### config.mk
export PLATFORM = sky130hd
export DESIGN_NAME = sop_eval_pipe
export DESIGN_NICKNAME = d
export VERILOG_FILES = /design/src/rtl/sop_eval_pipe.sv
export SDC_FILE = /design/constraint.sdc
export NUM_CORES = 1
export LEC_CHECK = 0
export ABC_AREA = 0
export CAP_MARGIN = 10
export CORE_MARGIN = 2
export CORE_UTILIZATION = 45
export DETAILED_ROUTE_END_ITERATION = 8
export HOLD_SLACK_MARGIN = 0.1
export PLACE_DENSITY_LB_ADDON = 0.3
export SLEW_MARGIN = 20
export SYNTH_ARGS = -nofsm -noshare
export SYNTH_HDL_FRONTEND = slang
export SYNTH_SLANG_ARGS = --single-unit
export TNS_END_PERCENT = 1
### constraint.sdc
create_clock -name clk -period 2.6 [get_ports clk]
set_input_delay 0.26 -clock clk [delete_from_list [all_inputs] [get_ports clk]]
set_output_delay 0.26 -clock clk [all_outputs]
set_load 0.01 [all_outputs]
### src/rtl/sop_eval_pipe.sv
// Programmable sum-of-products evaluator with a two-stage valid/ready pipeline.
// F = (OR of matching enable terms) AND NOT (OR of matching inhibit terms).
module sop_eval_pipe #(
  parameter int unsigned N_IN    = 5,
  parameter int unsigned N_TERMS = 4,
  localparam int unsigned IDX_W  = $clog2(N_TERMS)
) (
  input  logic               clk,
  input  logic               rst,
  input  logic               cfg_we,
  input  logic [IDX_W-1:0]   cfg_idx,
  input  logic [N_IN-1:0]    cfg_care,
  input  logic [N_IN-1:0]    cfg_pol,
  input  logic               cfg_inh,
  input  logic               cfg_en,
  input  logic               in_valid,
  output logic               in_ready,
  input  logic [N_IN-1:0]    in_vec,
  output logic               out_valid,
  input  logic               out_ready,
  output logic               out_f,
  output logic [N_TERMS-1:0] out_terms
);

  // Term configuration
  logic [N_TERMS-1:0][N_IN-1:0] care_q, care_d;
  logic [N_TERMS-1:0][N_IN-1:0] pol_q, pol_d;
  logic [N_TERMS-1:0]           inh_q, inh_d;
  logic [N_TERMS-1:0]           en_q, en_d;

  // Pipeline stages
  logic               s1_valid_q, s1_valid_d;
  logic               s1_f_q, s1_f_d;
  logic [N_TERMS-1:0] s1_m_q, s1_m_d;
  logic               s2_valid_q, s2_valid_d;
  logic               s2_f_q, s2_f_d;
  logic [N_TERMS-1:0] s2_m_q, s2_m_d;

  logic [N_TERMS-1:0] m_c;
  logic               f_c;
  logic               s2_load_c;
  logic               accept_c;

  assign s2_load_c = ~s2_valid_q | out_ready;
  assign in_ready  = ~s1_valid_q | s2_load_c;
  assign accept_c  = in_valid & in_ready;

  assign out_valid = s2_valid_q;
  assign out_f     = s2_f_q;
  assign out_terms = s2_m_q;

  // Term matches and decision from the config as registered before this edge
  always_comb begin
    m_c = '0;
    for (int j = 0; j < N_TERMS; j++) begin
      m_c[j] = en_q[j] & (&(~care_q[j] | ~(in_vec ^ pol_q[j])));
    end
    f_c = (|(m_c & ~inh_q)) & ~(|(m_c & inh_q));
  end

  // Config write; an out-of-range index matches no term and is dropped
  always_comb begin
    care_d = care_q;
    pol_d  = pol_q;
    inh_d  = inh_q;
    en_d   = en_q;
    for (int j = 0; j < N_TERMS; j++) begin
      if (cfg_we && (cfg_idx == IDX_W'(j))) begin
        care_d[j] = cfg_care;
        pol_d[j]  = cfg_pol;
        inh_d[j]  = cfg_inh;
        en_d[j]   = cfg_en;
      end
    end
  end

  // Pipeline next state: stage 2 loads when empty or draining, stage 1 refills in the same cycle
  always_comb begin
    s1_valid_d = s1_valid_q;
    s1_f_d     = s1_f_q;
    s1_m_d     = s1_m_q;
    s2_valid_d = s2_valid_q;
    s2_f_d     = s2_f_q;
    s2_m_d     = s2_m_q;
    if (s2_load_c) begin
      s2_valid_d = s1_valid_q;
      if (s1_valid_q) begin
        s2_f_d = s1_f_q;
        s2_m_d = s1_m_q;
      end
    end
    if (accept_c) begin
      s1_valid_d = 1'b1;
      s1_f_d     = f_c;
      s1_m_d     = m_c;
    end else if (s2_load_c) begin
      s1_valid_d = 1'b0;
    end
  end

  // State registers with synchronous reset
  always_ff @(posedge clk) begin
    if (rst) begin
      care_q     <= '0;
      pol_q      <= '0;
      inh_q      <= '0;
      en_q       <= '0;
      s1_valid_q <= 1'b0;
      s1_f_q     <= 1'b0;
      s1_m_q     <= '0;
      s2_valid_q <= 1'b0;
      s2_f_q     <= 1'b0;
      s2_m_q     <= '0;
    end else begin
      care_q     <= care_d;
      pol_q      <= pol_d;
      inh_q      <= inh_d;
      en_q       <= en_d;
      s1_valid_q <= s1_valid_d;
      s1_f_q     <= s1_f_d;
      s1_m_q     <= s1_m_d;
      s2_valid_q <= s2_valid_d;
      s2_f_q     <= s2_f_d;
      s2_m_q     <= s2_m_d;
    end
  end

endmodule

==> qor.txt, run 1 <==
status: finished, final reports clean
commonest non-fill, non-tap cell in the layout: dfxtp_1
hold path startpoint: rst
Num CTS Buffers: 9
skew final: 0.00492 ns
# H-tree levels: 3
Core ar.: 5170 µm²
Post-Place Cells: 368
Fin. Hold Viols: 0
Wirelength per Cell: 14.4 µm
# diodes: 0
die area: 6050 µm²
pins over their slew limit: 0
top_reg_cell synth: dfxtp_1
hold-critical path endpoint: out_terms[2]
CP Max Fanout: 4
postcts setup bufs: 0
RR Startpoint: pol_q[16]
GRT Total Usage: 0.199
worst vdd ir: 0.337 mV
DR iter-0 viols: 99
worst-skew pair later-pin latency: 0.33 ns
worst hold stages: 2
largest net degree at the start of global routing: 39
Die Ht: 77.8 µm
# hold bufs at CTS: 0
Final Total Pwr: 1980 µW
Buffers on Ports: 30
num ports: 31
Synth Net Count: 301
power density over the cells: 660 nW/µm²
min-delay worst type: in -> reg
CTS tree: done
final net count: 333
Critical Path RT: 2.34 ns
root buffer cell: clkbuf_8
Critical Path Start Type: input pin
area growth from synthesis to layout: 22.7%
max_cap viols: 0
Min Clock Period, post-route: 1.78 ns
Yosys warnings: 0
Rel. slew slack: 0.629
fill count: 482
first-pass iteration count of the detailed router: 4
Worst-path clk slew: 0.06 ns
final core occ: 0.581
clock buffer depth: 2
Final Setup Violations: 0
WHS: 0.347 ns
Std-Cell Rows: 26
layout cell share with drive strength beyond 1: 0.0669
Initial Utilization: 0.474
R2R Setup Slk: 1.14 ns
gr ovfl total: 0
RSZ-0062 raised after global routing: false
Lkg Pwr: 0.00122 µW
gate count of the mapped netlist: 277
DRC viols: 0
initial antenna violation count: 0
Tcrit/Tclk final: 0.685
FMAX: 0.561 GHz
Final ANT Viol Nets: 0
Async SR Flop Fraction: 0
vias per inst: 5.07
Reg area: 1200 µm²
GP Congestion: 0.852
FF-to-FF End: s1_f_q
fin cells: 384
commonest non-fill, non-tap cells in the layout: dfxtp_1 (60), nand2_1 (57), nor2_1 (35), mux2i_1 (29), clkdlybuf4s50_1 (29)
vias in the first global route: 1892
DR vias: 1946
number of synthesized flops with an enable pin: 0
slew at the pin closest to its max-slew limit: 0.557 ns
post-DP HPWL: 3790 µm
critical path endpoint category: primary output
Num Clock Sinks: 60
R2R depth: 5
Synth cell types: 26
Die X: 77.8 µm
first-pass GRT wire length: 9180 µm
Syn Area/Cell: 8.85 µm²
Syn Std Cell Area: 2450 µm²
Sum Neg Setup Slack: 0 ns
Routed WL: 5540 µm
Crit Path Category: in -> out
post-synthesis sequential area ratio: 0.490
Multi-input gate area: 1170 µm²
Yosys reg bits: 60
data arrival time of the critical path: 1.52 ns
Post-CTS Resized: 0
[synthesized netlist by cell type (2+ instances only)]
library cell | instances | area [µm²]
inv_1 | 6 | 22.5
mux2i_1 | 29 | 290
o21a_1 | 3 | 22.5
xor2_1 | 20 | 175
clkbuf_1 | 11 | 41.3
a22oi_1 | 8 | 60.1
nand4_1 | 3 | 18.8
nand3_1 | 2 | 10.0
nand3b_1 | 4 | 30.0
nor2_1 | 35 | 131
nand2_1 | 57 | 214
dfxtp_1 | 60 | 1200
a21oi_1 | 26 | 130
[metrics by stage]
| step | setup WS, ns | area (µm²) |
|---|---|---|
| floorplan | 1.36 | 2450 |
| global placement | 0.675 | 2810 |
| detailed placement | 0.669 | 2810 |
| CTS | 0.821 | 3010 |
| global route | 0.758 | 3010 |
| finish | 0.818 | 3010 |
[where the power goes]
group	leakage (µW)	switching, µW	internal, µW
sequential	0.000487	17.4	949
combinational	0.000635	96.2	81.8
clock	0.0000979	343	497
total	0.00122	456	1530
[layer usage]
metal  vias up  share of wire  track usage  routed length (µm)
met1       904           0.47        0.255                2620
met2        53           0.47        0.312                2610
met3         4          0.048       0.0628                 268
met5         -              0            0                   0
li1        985              -            -                   -
met4         0         0.0076       0.0804                  42
[sequential cells by signal, summed over array words and instances (netlist names)]
signal / count
out_f: 1
s1_m_q: 4
out_valid: 1
inh_q: 4
care_q: 20
s1_f_q: 1
pol_q: 20
out_terms: 4
en_q: 4
s1_valid_q: 1
[cell families (layout without fill, tap and decap cells)]
kind of cell / after synthesis / in the layout / synth area share
simple gates: 106 / 106 / 0.181
flops: 60 / 60 / 0.490
compound gates: 43 / 43 / 0.108
mux: 29 / 29 / 0.118
xor+xnor: 20 / 20 / 0.0715
buf+inv: 19 / 56 / 0.0311
[final cells by class]
cell class,count,share of cell area
Clock buffer,15,0.0553
Clock inverter,1,0.00999
Inverter,6,0.00749
Multi-Input combinational cell,198,0.390
Sequential cell,60,0.400
Tap cell,70,0.0291
Timing Repair Buffer,34,0.108
[worst max path at each step]
stage	from	to	slack (ns)	cells past startpoint
final	out_ready	in_ready	0.82	3
after global routing	out_ready	in_ready	0.76	3
after CTS	out_ready	in_ready	0.82	3
after detailed placement	in_vec[1]	s1_f_q	0.67	6
after global placement	in_vec[1]	s1_f_q	0.68	6
after floorplan	pol_q[16]	s1_f_q	1.36	5
[critical path: stages]
cell	delay, ns
clkdlybuf4s50_1	0.51
nand3b_1	0.19
clkdlybuf4s50_1	0.56
(Power assumes the default switching activity.)
==> inputs of run 2 (changes only) <==
==> constraint.sdc (replaced) <==
create_clock -name clk -period 1.8 [get_ports clk]
set_input_delay 0.18 -clock clk [delete_from_list [all_inputs] [get_ports clk]]
set_output_delay 0.18 -clock clk [all_outputs]
set_load 0.01 [all_outputs]
==> qor.txt, run 2 (synthesis gave the netlist of run 1 again) <==
status: finished, final reports clean
DR WL met3: 181 µm
critical path endpoint category: primary output
Critical Path Start Type: input pin
RSZ-0062 raised after global routing: false
Post-CTS Resized: 0
max_cap viols: 0
FMAX: 0.609 GHz
DRT met1 WL: 2560 µm
Buffers on Ports: 30
num ports: 31
skew final: 0.00758 ns
# diodes: 0
Routed WL: 5330 µm
Std-Cell Rows: 26
Post-Place Cells: 373
Die X: 77.8 µm
commonest non-fill, non-tap cell in the layout: dfxtp_1
die area: 6050 µm²
layout cell share with drive strength beyond 1: 0.0852
GP Congestion: 0.829
min-delay worst type: in -> reg
Core ar.: 5170 µm²
Final ANT Viol Nets: 0
Initial Utilization: 0.474
pins over their slew limit: 0
fin cells: 387
DRC viols: 0
DR WL met2: 2500 µm
worst vdd ir: 0.470 mV
GRT Total Usage: 0.191
postcts setup bufs: 0
area growth from synthesis to layout: 24.5%
Wirelength per Cell: 13.8 µm
WHS: 0.309 ns
cell mode on critical path: clkdlybuf4s50_1
root buffer cell: clkbuf_8
DR vias: 1950
vias per inst: 5.04
clock buffer depth: 2
Num Clock Sinks: 60
slowest CP cell: clkdlybuf4s50_1
final net count: 338
slew at the pin closest to its max-slew limit: 0.604 ns
first-pass iteration count of the detailed router: 4
post-DP HPWL: 3670 µm
worst-skew pair later-pin latency: 0.33 ns
initial antenna violation count: 0
gr ovfl total: 0
Worst-path clk slew: 0.06 ns
largest net degree at the start of global routing: 61
CTS tree: done
Die Ht: 77.8 µm
crit-path max cell delay: 0.56 ns
commonest non-fill, non-tap cells in the layout: dfxtp_1 (60), nand2_1 (57), nor2_1 (35), mux2i_1 (29), clkdlybuf4s50_1 (29)
fill count: 471
Rel. slew slack: 0.597
vias in the first global route: 1840
leading registers by flop count: care_q: 20 flops, pol_q: 20 flops
data arrival time of the critical path: 1.46 ns
Min Clock Period, post-route: 1.64 ns
DR iter-0 viols: 64
Fin. Hold Viols: 0
Lkg Pwr: 0.00125 µW
power density over the cells: 930 nW/µm²
Tcrit/Tclk final: 0.912
CP Max Fanout: 4
max layer used: met4
# H-tree levels: 3
Critical Path RT: 1.62 ns
Crit Path Category: in -> out
first-pass GRT wire length: 8850 µm
worst hold stages: 5
# hold bufs at CTS: 0
R2R depth: 5
Num CTS Buffers: 9
Final Setup Violations: 0
CP Cell Sequence: clkdlybuf4s50_1, nand3b_1, clkdlybuf4s50_1
-- run 2: worst max-delay path: cells and delay by family --
kind	cells	cell delay (ns)
buf+inv	2	1.07
simple gates	1	0.20
-- run 2: layout make-up --
type / count / area [µm²] / area share
flip-flops and latches: 60 / 1200 / 0.394
multi-input cells: 198 / 1170 / 0.385
well taps: 70 / 87.6 / 0.0287
clock inverters: 2 / 35.0 / 0.0115
inverters: 6 / 22.5 / 0.00738
clock buffers: 12 / 155 / 0.0509
repair buffers: 39 / 375 / 0.123
-- run 2: through the flow --
stage	utilization	total power (µW)	setup TNS, ns	setup WS (ns)	instance area [µm²]
6_report	0.590	2840	0	0.158	3050
5_1_grt	0.590	2940	0	0.123	3050
4_1_cts	0.590	2870	0	0.161	3050
3_5_place_dp	0.553	1690	-0.0436	-0.0436	2860
3_3_place_gp	0.553	1680	-0.0427	-0.0427	2860
2_1_floorplan	-	1560	0	0.559	2450
-- run 2: power by group --
part	switching (µW)	internal, µW	leakage [µW]
Clock	481	698	0.0000983
Sequential	24.2	1370	0.000487
Combinational	138	126	0.000661
-- run 2: path summary, 6_finish.rpt --
path / slack [ns] / end / from
worst min-delay path: 0.31 / s1_f_q / rst
worst max-delay path: 0.16 / in_ready / out_ready
worst max register to register: 0.38 / s1_f_q / pol_q[16]
worst min register to register: 0.46 / care_q[15] / care_q[15]
-- run 2: layer usage --
metal / up-vias / GRT usage
met5: - / 0
met4: 0 / 0.102
met3: 8 / 0.0360
met2: 39 / 0.320
met1: 910 / 0.231
li1: 993 / -
